### config.mk
export PLATFORM = sky130hd
export DESIGN_NAME = uart_rx_fifo
export DESIGN_NICKNAME = d
export VERILOG_FILES = /design/src/rtl/uart_rx_fifo.sv
export SDC_FILE = /design/constraint.sdc
export NUM_CORES = 1
export LEC_CHECK = 0
export ABC_AREA = 1
export CORE_MARGIN = 4
export CORE_UTILIZATION = 65
export DETAILED_ROUTE_END_ITERATION = 16
export PLACE_DENSITY = 0.86
export SYNTH_ARGS = -nofsm -noshare
export SYNTH_HDL_FRONTEND = slang
export SYNTH_SLANG_ARGS = --single-unit
### constraint.sdc
create_clock -name clk -period 5.8 [get_ports clk]
set_input_delay 0.87 -clock clk [delete_from_list [all_inputs] [get_ports clk]]
set_output_delay 0.87 -clock clk [all_outputs]
set_load 0.02 [all_outputs]
### src/rtl/uart_rx_fifo.sv
// UART receiver with 3-sample majority voting, parity/framing checks and a
// show-ahead output FIFO. Line config is captured at each start bit.
module uart_rx_fifo #(
  parameter int DATA_BITS  = 8,
  parameter int DIV_W      = 16,
  parameter int FIFO_DEPTH = 4
) (
  input  logic                 clk,
  input  logic                 rst,
  input  logic                 i_rx_data,
  input  logic [DIV_W-1:0]     i_clks_per_bit,
  input  logic                 i_parity_en,
  input  logic                 i_parity_odd,
  input  logic                 i_two_stop,
  output logic [DATA_BITS-1:0] o_rx_data,
  output logic                 o_rx_parity_err,
  output logic                 o_rx_frame_err,
  output logic                 o_rx_valid,
  input  logic                 i_rx_ready,
  output logic                 o_overrun,
  output logic                 o_busy
);
  localparam int PW = $clog2(FIFO_DEPTH);
  localparam int CW = $clog2(FIFO_DEPTH + 1);
  localparam int BW = $clog2(DATA_BITS + 1);
  localparam int EW = DATA_BITS + 2;

  typedef enum logic [2:0] {IDLE, START, DATA, PARITY, STOP1, STOP2} state_t;

  state_t               state, state_n;
  logic                 sync1, rxs;
  logic [DIV_W-1:0]     cnt, div, half, div_eff;
  logic                 par_en, par_odd, two_stop, armed;
  logic                 smp_a, smp_b, maj_r, par_err, frame_err;
  logic [DATA_BITS-1:0] shreg;
  logic [BW-1:0]        bit_idx;
  logic                 maj, bit_val, at_mid, at_end, done;

  always_ff @(posedge clk) begin
    if (rst) begin
      sync1 <= 1'b1;
      rxs   <= 1'b1;
    end else begin
      sync1 <= i_rx_data;
      rxs   <= sync1;
    end
  end

  assign div_eff = (i_clks_per_bit < DIV_W'(4)) ? DIV_W'(4) : i_clks_per_bit;
  assign half    = div >> 1;
  assign at_mid  = (cnt == half + DIV_W'(1));
  assign at_end  = (cnt == div - DIV_W'(1));
  // Third sample is the live line, so the vote is ready in the same cycle.
  assign maj     = (smp_a & smp_b) | (smp_a & rxs) | (smp_b & rxs);
  assign bit_val = at_mid ? maj : maj_r;
  assign o_busy  = (state != IDLE);

  always_comb begin
    state_n = state;
    done    = 1'b0;
    case (state)
      IDLE:   if (armed && !rxs) state_n = START;
      START: begin
        if (at_mid && maj)  state_n = IDLE;
        else if (at_end)    state_n = DATA;
      end
      DATA:   if (at_end && bit_idx == BW'(DATA_BITS - 1))
                state_n = par_en ? PARITY : STOP1;
      PARITY: if (at_end) state_n = STOP1;
      STOP1: begin
        if (two_stop) begin
          if (at_end) state_n = STOP2;
        end else if (at_mid) begin
          state_n = IDLE;
          done    = 1'b1;
        end
      end
      STOP2: begin
        if (at_mid) begin
          state_n = IDLE;
          done    = 1'b1;
        end
      end
      default: state_n = IDLE;
    endcase
  end

  always_ff @(posedge clk) begin
    if (rst) begin
      state     <= IDLE;
      cnt       <= '0;
      div       <= DIV_W'(4);
      armed     <= 1'b0;
      par_en    <= 1'b0;
      par_odd   <= 1'b0;
      two_stop  <= 1'b0;
      smp_a     <= 1'b1;
      smp_b     <= 1'b1;
      maj_r     <= 1'b1;
      par_err   <= 1'b0;
      frame_err <= 1'b0;
      shreg     <= '0;
      bit_idx   <= '0;
    end else begin
      state <= state_n;
      if (state == IDLE) begin
        cnt       <= '0;
        bit_idx   <= '0;
        par_err   <= 1'b0;
        frame_err <= 1'b0;
        // A line held low after a frame never re-arms until it goes high.
        armed     <= (state_n == IDLE) && (armed || rxs);
        if (state_n == START) begin
          div      <= div_eff;
          par_en   <= i_parity_en;
          par_odd  <= i_parity_odd;
          two_stop <= i_two_stop;
        end
      end else begin
        armed <= 1'b0;
        cnt   <= (at_end || state_n == IDLE) ? '0 : cnt + DIV_W'(1);
        if (cnt == half - DIV_W'(1)) smp_a <= rxs;
        if (cnt == half)             smp_b <= rxs;
        if (at_mid)                  maj_r <= maj;
        if (state == DATA && at_end) begin
          shreg   <= {bit_val, shreg[DATA_BITS-1:1]};
          bit_idx <= bit_idx + BW'(1);
        end
        if (state == PARITY && at_end)
          par_err <= (((^shreg) ^ bit_val) != par_odd);
        if ((state == STOP1 || state == STOP2) && at_mid && !maj)
          frame_err <= 1'b1;
      end
    end
  end

  // Output handshake: a word transfers on every cycle where o_rx_valid and
  // i_rx_ready are both high; o_rx_* hold the head until that happens.
  logic [EW-1:0] mem [FIFO_DEPTH];
  logic [PW-1:0] wptr, rptr;
  logic [CW-1:0] count;
  logic          full, pop, wr;
  logic [EW-1:0] head;

  assign o_rx_valid = (count != '0);
  assign full       = (count == CW'(FIFO_DEPTH));
  assign pop        = o_rx_valid & i_rx_ready;
  assign wr         = done & (~full | pop);
  assign o_overrun  = done & full & ~pop;

  always_ff @(posedge clk) begin
    if (rst) begin
      wptr  <= '0;
      rptr  <= '0;
      count <= '0;
    end else begin
      if (wr)  wptr <= wptr + PW'(1);
      if (pop) rptr <= rptr + PW'(1);
      case ({wr, pop})
        2'b10:   count <= count + CW'(1);
        2'b01:   count <= count - CW'(1);
        default: count <= count;
      endcase
    end
  end

  // The stop-bit vote that completes the frame is folded in at push time.
  always_ff @(posedge clk) begin
    if (wr) mem[wptr] <= {frame_err | ~maj, par_err, shreg};
  end

  assign head            = mem[rptr];
  assign o_rx_data       = o_rx_valid ? head[DATA_BITS-1:0] : '0;
  assign o_rx_parity_err = o_rx_valid & head[DATA_BITS];
  assign o_rx_frame_err  = o_rx_valid & head[DATA_BITS+1];
endmodule

== After elaboration in Yosys (flattened, before gate mapping) ==
Memory sizes are Yosys's and may differ from the RTL's. A register that Yosys moved wholly into a read port is not among the register bits.
Index checks and enable logic that the tools add are counted.

* Flip-flop bits (word level): 65
* RAM bits: 40
* Bits of input ports: 23
* Output and inout bits: 13
* Word-level logic and storage cells: 110
* Memories: 1

{| class="wikitable"
|+ Memory list
! memory !! words !! width !! read ports !! clocked after Yosys merged registers in !! write ports !! RTL line !! text
|-
| mem || 4 || 10 || 1 || 1 || 1 || 139 || <nowiki>logic [EW-1:0] mem [FIFO_DEPTH];</nowiki>
|}

* $add $sub $neg: 9
* Magnitude comparators: 1
* Eq/ne operators: 15
* Muxes and demuxes: 21
* Bitwise logic cells: 18
* Reduce and logical (&&, ||, !) cells: 26

{| class="wikitable"
|+ Operator list
! operator !! count
|-
| 16-bit equality test || 3
|-
| 3-bit two-way mux || 9
|-
| 3-bit one-hot mux with 6 select lines || 1
|-
| 15-bit by 1-bit adder with 16-bit output, second input constant || 1
|-
| 16-bit by 1-bit adder with 16-bit output, second input constant || 1
|-
| 16-bit by 15-bit equality test with 1-bit output || 1
|-
| 16-bit by 3-bit < comparator with 1-bit output, second input constant || 1
|-
| 16-bit two-way mux || 1
|-
| 15-bit by 1-bit subtractor with 16-bit output, second input constant || 1
|-
| 16-bit by 1-bit subtractor with 16-bit output, second input constant || 1
|-
| 1-bit AND || 9
|-
| 3-bit equality test, second input constant || 3
|-
| 1-bit logical AND || 8
|-
| 8-bit two-way mux || 1
|-
| 2-bit AND reduction || 4
|-
| 8-bit XOR reduction || 1
|-
| 3-bit by 1-bit equality test with 1-bit output, second input constant || 2
|-
| 3-bit by 2-bit equality test with 1-bit output, second input constant || 2
|-
| 3-bit zero test || 2
|-
| 3-bit one-hot mux with 2 select lines || 1
|-
| 3-bit nonzero test || 2
|-
| 1-bit two-way mux || 5
|-
| 2-bit by 1-bit adder with 2-bit output, second input constant || 2
|-
| 4-bit by 1-bit adder with 4-bit output, second input constant || 1
|-
| other kinds (16) || 27
|}

== Depth between registers and ports, before layout ==
Gate-level depths: netlist of run 1.

* Depth in word-level cells: 9
* Depth in mapped cells: 21
* Gate-level depth less buffers: 20

== Least setup slack after synthesis of run 1 ==
OpenSTA, ideal clock, no wires.

* Path type: register to output
* Start: register div[2]
* End: output port o_overrun
* Arrival: 1.893 ns
* Data required time: 4.930 ns
* Setup slack: 3.037 ns
* Cell stages (with the launch flop): 15
* Path buffers: 0
* Cell sequence: dfxtp_1 inv_1 ha_1 inv_1 nand2_1 nand2_1 nor2_1 nand3_1 nor2_1 nand3_1 nor2_1 nand3_2 clkinv_2 nand2_1 nor2_1

* Longest elaborated chain between the ends: 7

{| class="wikitable"
|+ Ends and longest elaborated chain
! element !! RTL line !! text
|-
| start: declaration || 32 || <nowiki>logic [DIV_W-1:0] cnt, div, half, div_eff;</nowiki>
|-
| start signal: assignment || 114 || <nowiki>div <= div_eff;</nowiki>
|-
| 15-bit by 1-bit adder with 16-bit output * || 51 || <nowiki>assign at_mid = (cnt == half + DIV_W'(1));</nowiki>
|-
| 16-bit equality test * || 51 ||
|-
| 1-bit two-way mux * || 73, 79 ||
|-
| 1-bit two-way mux || 71 || <nowiki>if (two_stop) begin</nowiki>
|-
| 1-bit one-hot mux with 2 select lines * || 61 || <nowiki>case (state)</nowiki>
|-
| 1-bit AND * (2 in a row) || 149 || <nowiki>assign o_overrun = done & full & ~pop;</nowiki>
|-
| end: declaration || 20 || <nowiki>output logic o_overrun,</nowiki>
|}

Every way passes the cells marked *; elsewhere a longest branch is shown, timed or not.

== Worst setup path after layout of run 1 ==
Ends and elaborated chain as after synthesis.

==> results of run 1 <==
[per-stage QoR]
stage,worst slack (ns),utilization [%]
after floorplan,3.037,-
after global placement,2.460,71.35
after detailed placement,2.398,71.35
after CTS,1.982,73.53
after global routing,1.641,73.53
final,1.978,73.53
[layout make-up]
cell class	instances	area, sq um
Clock buffer	9	123.9
Clock inverter	7	80.08
Fill cell	773	2469
Inverter	106	399.1
Multi-Input combinational cell	620	3194
Sequential cell	107	2542
Tap cell	129	161.4
Timing Repair Buffer	36	357.8
[cells by family after synthesis]
| logic type | after synthesis |
|---|---|
| XOR/XNOR | 57 |
| AO/OA/AOI/OAI | 113 |
| adder cells (fa/ha/maj) | 11 |
| AND/OR/NAND/NOR | 439 |
| flip-flops | 107 |
| buffers and inverters | 132 |
[layer usage]
metal	vias to the layer above	track usage (%)	routed length (microns)
met2	179	52.67	8095
met5	-	0	0
met1	2566	35.61	6580
met4	0	11.29	566
met3	39	3.036	749
li1	2812	-	-
[cell usage after synthesis, types with 3 or more instances]
library cell and number:
nand2_1 173, nor2_1 137, inv_1 102, dfxtp_1 67, o21ai_0 58, nand3_1 54, a21oi_1 40, edfxtp_1 40
xor2_1 39, nor2_2 18, xnor2_1 18, clkbuf_1 15, nand4_1 13, nor3_1 13, ha_1 9, a211oi_1 7
nand3_2 7, buf_2 5, nor2_4 5, nand3b_1 4, nor4_1 4, nand2_2 3, o211ai_1 3, or2_2 3
[cell usage in the layout, fill, tap and decap left out, drive strengths merged, types with 4 or more instances in the layout]
master and n:
nand4 13, xnor2 18, clkinv 5, inv 107
ha 9, o21ai 60, edfxtp 40, dfxtp 67
nor4 4, clkdlybuf4s50 35, nor3 14, nor2 160
clkbuf 9, a21oi 40, nand3 61, nand2 177
a211oi 7, nand3b 4, xor2 39
[state kept, by name, indices dropped and copies added (netlist names), 2 cells and up, named ones only]
name and cells:
state 3, count 3, wptr 2, shreg 8
mem 40, rptr 2, bit_idx 4, div 16
cnt 16
[final timing paths]
kind,from,endpoint,slack [ns],cells past startpoint
setup / recovery,div[2],o_overrun,1.98,15
hold / removal,sync1,rxs,0.45,1
setup reg to reg,div[0],bit_idx[2],2.60,14
hold reg to reg,sync1,rxs,0.45,1
[power groups by stage]
stage / combinational, mW / clock, mW / sequential, mW
2_1_floorplan: 0.259 / 0 / 0.823
3_3_place_gp: 0.341 / 0 / 0.845
3_5_place_dp: 0.355 / 0 / 0.848
4_1_cts: 0.358 / 0.470 / 0.830
5_1_grt: 0.401 / 0.504 / 0.836
6_report: 0.359 / 0.469 / 0.831
[worst max-delay path, delay by kind of cell, from the launching register on]
family                     cells  cell delay [ns]
adders and majority gates      1             0.32
and+or+nand+nor               10             0.92
DFF                            1             0.48
buffers and inverters          4             0.89
==> impl_metrics.py, run 1 <==
metrics = {
    "worst_setup_path": {
        "cp_common_cell": "nor2_1",
        "arrival_ns": 2.95,
        "worst_setup_path_end_kind": "output port",
        "max_stage_delay_ns": 0.61,
        "slowest_stage": "clkdlybuf4s50_1",
        "critPathMaxFanout": 6,
        "worstPathRequired_ns": 4.93,
        "crit_path_start_kind": "flop",
        "path_cells": "inv_1 -> ha_1 -> inv_1 -> nand2_1 -> nand2_1 -> nor2_1 -> nand3_1 -> nor2_1 -> nand3_1 -> nor2_1 -> nand3_2 -> clkinv_2 -> nand2_1 -> nor2_1 -> clkdlybuf4s50_1",
        "critical_path_class": "flop to output port",
    },
    "place": {
        "place_inst": 998,
        "post-dp-hpwl_microns": 12190,
        "gp_congestion": 0.9397,
        "placed_area_sq_um": 6655,
        "port_buffers": 35,
    },
    "yosys": {
        "synth_top_area_cell": "dfxtp_1",
        "synth_top_area_share_pct": 21.36,
        "syn-cell-area_sq_um": 6280,
        "post_synth_mux_area_share_pct": 0,
        "ys_types": 41,
        "syn_avg_cell_area_sq_um": 7.311,
        "synthXorXnorAreaFrac_pct": 7.950,
        "synth-adder-area-share_pct": 2.271,
        "synthTopCellsByArea": "dfxtp_1 (21%), edfxtp_1 (19%), nand2_1 (10%)",
        "synth_simple_gate_area_share_pct": 31.14,
        "synth_edf_count": 40,
        "synth_flop_cell": "dfxtp_1",
        "synth-compound-area-share_pct": 9.504,
        "async_reset_ff_share_pct": 0,
        "ys_ff_latch": 107,
        "synth_top_family_by_area": "simple AND/OR/NAND/NOR gates",
        "synth_warnings": 0,
        "syn_inst": 859,
        "syn_nets": 892,
        "seq_area_frac_synth_pct": 40.49,
    },
    "sta": {
        "period_share_pct": 65.90,
        "final.min_clock_period_ns": 3.822,
        "holdWs_ns": 0.4482,
        "slew_violations": 0,
        "finalSetupTns_ns": 0,
        "skew_ns": 0.01630,
        "rsz0062_at_grt": "false",
        "fmax_ghz": 0.2616,
        "slew_headroom_pct": 40.08,
        "worstMarginPinSlew_ns": 0.8955,
        "hold_viol": 0,
        "setup_violations": 0,
    },
    "clock_network": {
        "numCtsBuffers": 9,
        "cts_setup_buffers": 0,
        "postCtsHoldBufs": 0,
        "cts_tree": "done",
        "clock-sinks": 107,
        "post_cts_resized": 0,
        "cts-htree-levels": 3,
        "clockBufferDepth": 2,
        "clk_pin_slew_ns": 0.11,
        "cts-root-buf": "clkbuf_8",
        "clkLatencyLatePin_ns": 0.38,
    },
    "routing": {
        "wirelength_microns": 15990,
        "dr.pass1.iters": 6,
        "postRouteAntennaNets": 0,
        "drc": 0,
        "viasPerCell": 5.519,
        "drt-initial-drc-count": 457,
        "wl_per_cell_microns": 15.77,
        "vias": 5596,
    },
    "final_layout": {
        "area_growth_pct": 9.225,
        "fin_area_sq_um": 6859,
        "antenna_cells": 0,
        "final_nets": 913,
        "drive_gt1_share_pct": 6.554,
        "final_cells": 1014,
    },
    "power": {
        "clkPwrFrac_pct": 28.3,
        "swShare_pct": 33.52,
        "p_leak_nw": 2.815,
        "p_int_mw": 1.102,
        "power_density_nw_per_um2": 241.7,
        "comb_power_share_pct": 21.6,
        "ir_worst_vdd_mv": 0.1955,
        "power_mw": 1.658,
        "power_frac_seq_pct": 50.1,
        "power_switching_mw": 0.5557,
    },
    "min_path": {
        "holdCritPathClass": "flop to flop",
    },
    "global_routing": {
        "overflow": 0,
        "grt_pass1_wl_microns": 26320,
        "grt_pass1_vias": 5433,
        "antenna_found_initial": 0,
        "grt_max_degree": 33,
        "grt_usage_pct": 29.16,
    },
    "job": {
        "drv_cap": 0,
    },
    "die": {
        "rows": 35,
        "core_sq_um": 9328,
        "ios": 36,
        "die_height_microns": 106.3,
        "dieArea_sq_um": 11300,
        "die_x_microns": 106.3,
        "start_util_pct": 67.32,
    },
    "outcome": {
        "outcome": "completed",
    },
}
Power figures use the tool's default switching activity.
==> run 2, diff against run 1 <==
CORE_UTILIZATION = 60   (was 65)
PLACE_DENSITY = 0.8   (was 0.86)
clock period = 4.01 ns   (was 5.8 ns; I/O delays follow)
==> impl_metrics.py, run 2 (synthesis gave the netlist of run 1 again) <==
metrics = {
    "worst_setup_path": {
        "worst-path-buf-inv": 3,
        "slowest_stage": "clkdlybuf4s50_1",
        "critical_path_class": "flop to output port",
        "critPathMaxFanout": 6,
        "path_cells": "ha_1 -> nand3_1 -> inv_2 -> nand2_2 -> nor2_2 -> nand2_1 -> nand2_1 -> nand2_1 -> nor2_1 -> nand3_2 -> clkinv_2 -> nand2_1 -> nor2_1 -> clkdlybuf4s50_1",
        "arrival_ns": 3.06,
        "max_stage_delay_ns": 0.61,
        "worstPathRequired_ns": 3.41,
        "cpLargestDelayFamily": "simple AND/OR/NAND/NOR gates",
        "worst_setup_path_end_kind": "output port",
        "cp_common_cell": "nand2_1",
        "crit_path_start_kind": "flop",
    },
    "die": {
        "core_sq_um": 10280,
        "rows": 37,
        "die_height_microns": 110.3,
        "die_x_microns": 110.3,
        "dieArea_sq_um": 12170,
        "ios": 36,
        "start_util_pct": 61.10,
    },
    "final_layout": {
        "reg.largest.list": "mem: 40 flops, cnt: 16 flops, div: 16 flops",
        "largest_reg_flops": 40,
        "final_common_cell": "nand2_1",
        "final_nets": 918,
        "antenna_cells": 0,
        "final_cell_mix": "nand2_1 (173), nor2_1 (137), inv_1 (102)",
        "area_growth_pct": 10.46,
        "drive_gt1_share_pct": 7.079,
        "top_register": "mem",
    },
    "clock_network": {
        "cts-htree-levels": 3,
        "postCtsHoldBufs": 0,
        "numCtsBuffers": 9,
        "clock-sinks": 107,
        "cts_setup_buffers": 0,
        "post_cts_resized": 0,
        "cts-root-buf": "clkbuf_8",
        "clockBufferDepth": 2,
        "clk_pin_slew_ns": 0.11,
        "clkLatencyLatePin_ns": 0.39,
        "cts_tree": "done",
    },
    "power": {
        "ir_worst_vdd_mv": 0.2849,
        "power_density_nw_per_um2": 360.9,
        "p_leak_nw": 2.852,
    },
    "sta": {
        "slew_violations": 0,
        "rsz0062_at_grt": "false",
        "period_share_pct": 91.40,
        "skew_ns": 0.01700,
        "fmax_ghz": 0.2728,
        "final.min_clock_period_ns": 3.665,
        "finalSetupTns_ns": 0,
        "holdWs_ns": 0.4420,
        "slew_headroom_pct": 38.51,
        "setup_violations": 0,
        "worstMarginPinSlew_ns": 0.9189,
        "hold_viol": 0,
    },
    "global_routing": {
        "grt_pass1_wl_microns": 26580,
        "antenna_found_initial": 0,
        "overflow": 0,
        "grt_max_degree": 38,
        "grt_pass1_vias": 5449,
        "grt_usage_pct": 28.68,
    },
    "routing": {
        "wl_per_cell_microns": 16.21,
        "vias": 5685,
        "dr.pass1.iters": 5,
        "wirelength_microns": 16630,
        "viasPerCell": 5.541,
        "drt-initial-drc-count": 565,
        "postRouteAntennaNets": 0,
        "drc": 0,
    },
    "min_path": {
        "holdCritPathClass": "flop to flop",
    },
    "job": {
        "drv_cap": 0,
    },
    "outcome": {
        "outcome": "completed",
    },
    "place": {
        "port_buffers": 35,
        "post-dp-hpwl_microns": 12780,
        "gp_congestion": 1.023,
    },
}
[run 2: per-layer routing]
layer / vias up / routed length (microns) / global-route usage [%]
met5: - / 0 / 0
met4: 0 / 485 / 10.73
met3: 40 / 992 / 3.727
met2: 191 / 8484 / 52.30
met1: 2642 / 6665 / 34.32
li1: 2812 / - / -
[run 2: metrics by stage]
| step | instance area, sq um | utilization [%] | cells | power (mW) | setup slack (ns) |
|---|---|---|---|---|---|
| final | 6937 | 67.49 | 1026 | 2.503 | 0.3447 |
| after global routing | 6937 | 67.49 | 1026 | 2.628 | 0.1051 |
| after CTS | 6937 | 67.49 | 1026 | 2.508 | 0.3613 |
| after detailed placement | 6701 | 65.21 | 1010 | 1.758 | 0.7893 |
| after global placement | 6701 | 65.21 | 1010 | 1.734 | 0.8147 |
| after floorplan | 6280 | - | 859 | 1.565 | 1.480 |
[run 2: worst register-to-register path, delay by kind of cell, from the launching register on]
family / cells / cell delay [ns]
adders and majority gates: 1 / 0.26
buffers and inverters: 2 / 0.21
DFF: 1 / 0.49
and+or+nand+nor: 10 / 1.89
[run 2: layout make-up]
type                    count  area [sq um]
multi-input cells         620          3194
well taps                 136         170.2
clock buffers               9         123.9
repair buffers             41         395.4
fillers                   877          3341
inverters                 106         399.1
clock inverters             7         111.4
flip-flops and latches    107          2542
[run 2: power by group]
part | internal, mW | total, mW | switching (mW) | leakage, nW
clock network | 0.363 | 0.763 | 0.400 | 0.111
logic | 0.200 | 0.544 | 0.344 | 1.78
registers | 1.15 | 1.20 | 0.0476 | 0.960
total | 1.71 | 2.50 | 0.792 | 2.85
[run 2: path summary, 6_finish.rpt]
kind	startpoint	endpoint	slack (ns)	depth (start not counted)
min reg2reg	sync1	rxs	0.44	1
max reg2reg	div[2]	mem[3][9]	0.82	13
max	div[2]	o_overrun	0.34	14
min	sync1	rxs	0.44	1
==> patch, RTL diff (flow settings as in run 2) <==
Encoding of `state_t`: now Gray code (3 bits for 6 states).
--- a/src/rtl/uart_rx_fifo.sv
+++ b/src/rtl/uart_rx_fifo.sv
@@ -25,7 +25,7 @@
   localparam int BW = $clog2(DATA_BITS + 1);
   localparam int EW = DATA_BITS + 2;
 
-  typedef enum logic [2:0] {IDLE, START, DATA, PARITY, STOP1, STOP2} state_t;
+  typedef enum logic [2:0] {IDLE = 3'b000, START = 3'b001, DATA = 3'b011, PARITY = 3'b010, STOP1 = 3'b110, STOP2 = 3'b111} state_t;
 
   state_t               state, state_n;
   logic                 sync1, rxs;
Behaviour: no difference found for any inputs over 10 cycles, from zero or initial values and one cycle with rst high; not proved beyond that.
==> patch against run 2 <==
Utilization fell by 0.11 points. Worst setup slack got worse by 0.10 ns. Sequential share of layout area fell by 0.088 points. Cell area rose by 0.29%. Clock power fell by 5.4%. Synthesized area rose by 1.3%. Final cell count rose by 1.2%. Total power rose by 9.5%. Non-clock buffer count fell by 1. Combinational power rose by 49%. Routed wire length fell by 5.0%. Sequential cell count did not move. Hold slack got worse by 0.0098 ns. Largest power group unchanged. Critical endpoint unchanged.
==> patch: results <==
set metrics [dict create \
    synth_compound_area_share_pct 9.878 \
    clkTransAtPathRegs_ns 0.11 \
    crit_fanout 6 \
    use_met1_pct 30.10 \
    synth_fa_ha_area_share_pct 2.243 \
    dp_worst_setup_slack_ns 0.6893 \
    syn_avg_cell_area_um2 7.267 \
    drt_wl_total_mm 15.80 \
    grt_max_degree 35 \
    nNetsFinal 930 \
    dpl_cell_area_mm2 0.006739 \
    reg_top3 "mem (40), cnt (16), div (16)" \
    maxSlewHeadroom_pct 40.70 \
    drt_iter0_markers 300 \
    wl_met3_um 537 \
    cp.arrival_ns 3.17 \
    startpoint "div[1]$_SDFFE_PP0P_" \
    status "finished, final reports clean" \
    dp_hpwl_mm 12.18 \
    power_switching_w 0.0009581 \
    synth_xor_area_share_pct 7.438 \
    final-instance-count-excl-fill 1038 \
    power.leakage_nw 2.885 \
    rrSetupSlack_ns 0.93 \
    use_met3_pct 2.784 \
    synth_fp_nets 908 \
    synth_top_cells_by_area "dfxtp_1 21%, edfxtp_1 19%, nand2_1 11%" \
    dr_wl_met2_mm 8.290 \
    fin_ws_ns 0.2423 \
    yosys.cell_types.count 42 \
    routabilityCongestion 0.9112 \
    grtUsageMet2_pct 48.58 \
    viasPerCell 5.326 \
    root_buffer "clkbuf_8" \
    wl_met1_mm 6.574 \
    whs_ns 0.4322 \
    fin_worst_skew_ns 0.02346 \
]
## patch: cell count changes after synthesis, moves of 5 or more
cell / before / now
nand2_1: 173 / 186
nor2_2: 18 / 24
nand3_1: 54 / 49
nor3_1: 13 / 8
## patch: layout make-up
type / instances / area, um2
clock inverters: 7 / 92.59
clock buffers: 9 / 123.9
flip-flops and latches: 107 / 2544
repair buffers: 40 / 387.9
inverters: 104 / 390.4
well taps: 136 / 170.2
fillers: 900 / 3367
multi-input cells: 635 / 3248
## patch: final timing paths
kind | to | depth (start not counted)
setup / recovery | o_overrun | 16
hold / removal | rxs$_SDFF_PP1_ | 1
setup reg to reg | shreg[2]$_SDFFE_PP0P_ | 16
hold reg to reg | rxs$_SDFF_PP1_ | 1
## patch: power by group through the flow
stage               clock (W)  sequential [W]  combinational [W]
floorplan                   0         0.00119           0.000521
global placement            0         0.00123           0.000780
detailed placement          0         0.00124           0.000810
CTS                  0.000724         0.00121           0.000811
global route         0.000779         0.00122           0.000887
finish               0.000722         0.00121           0.000809
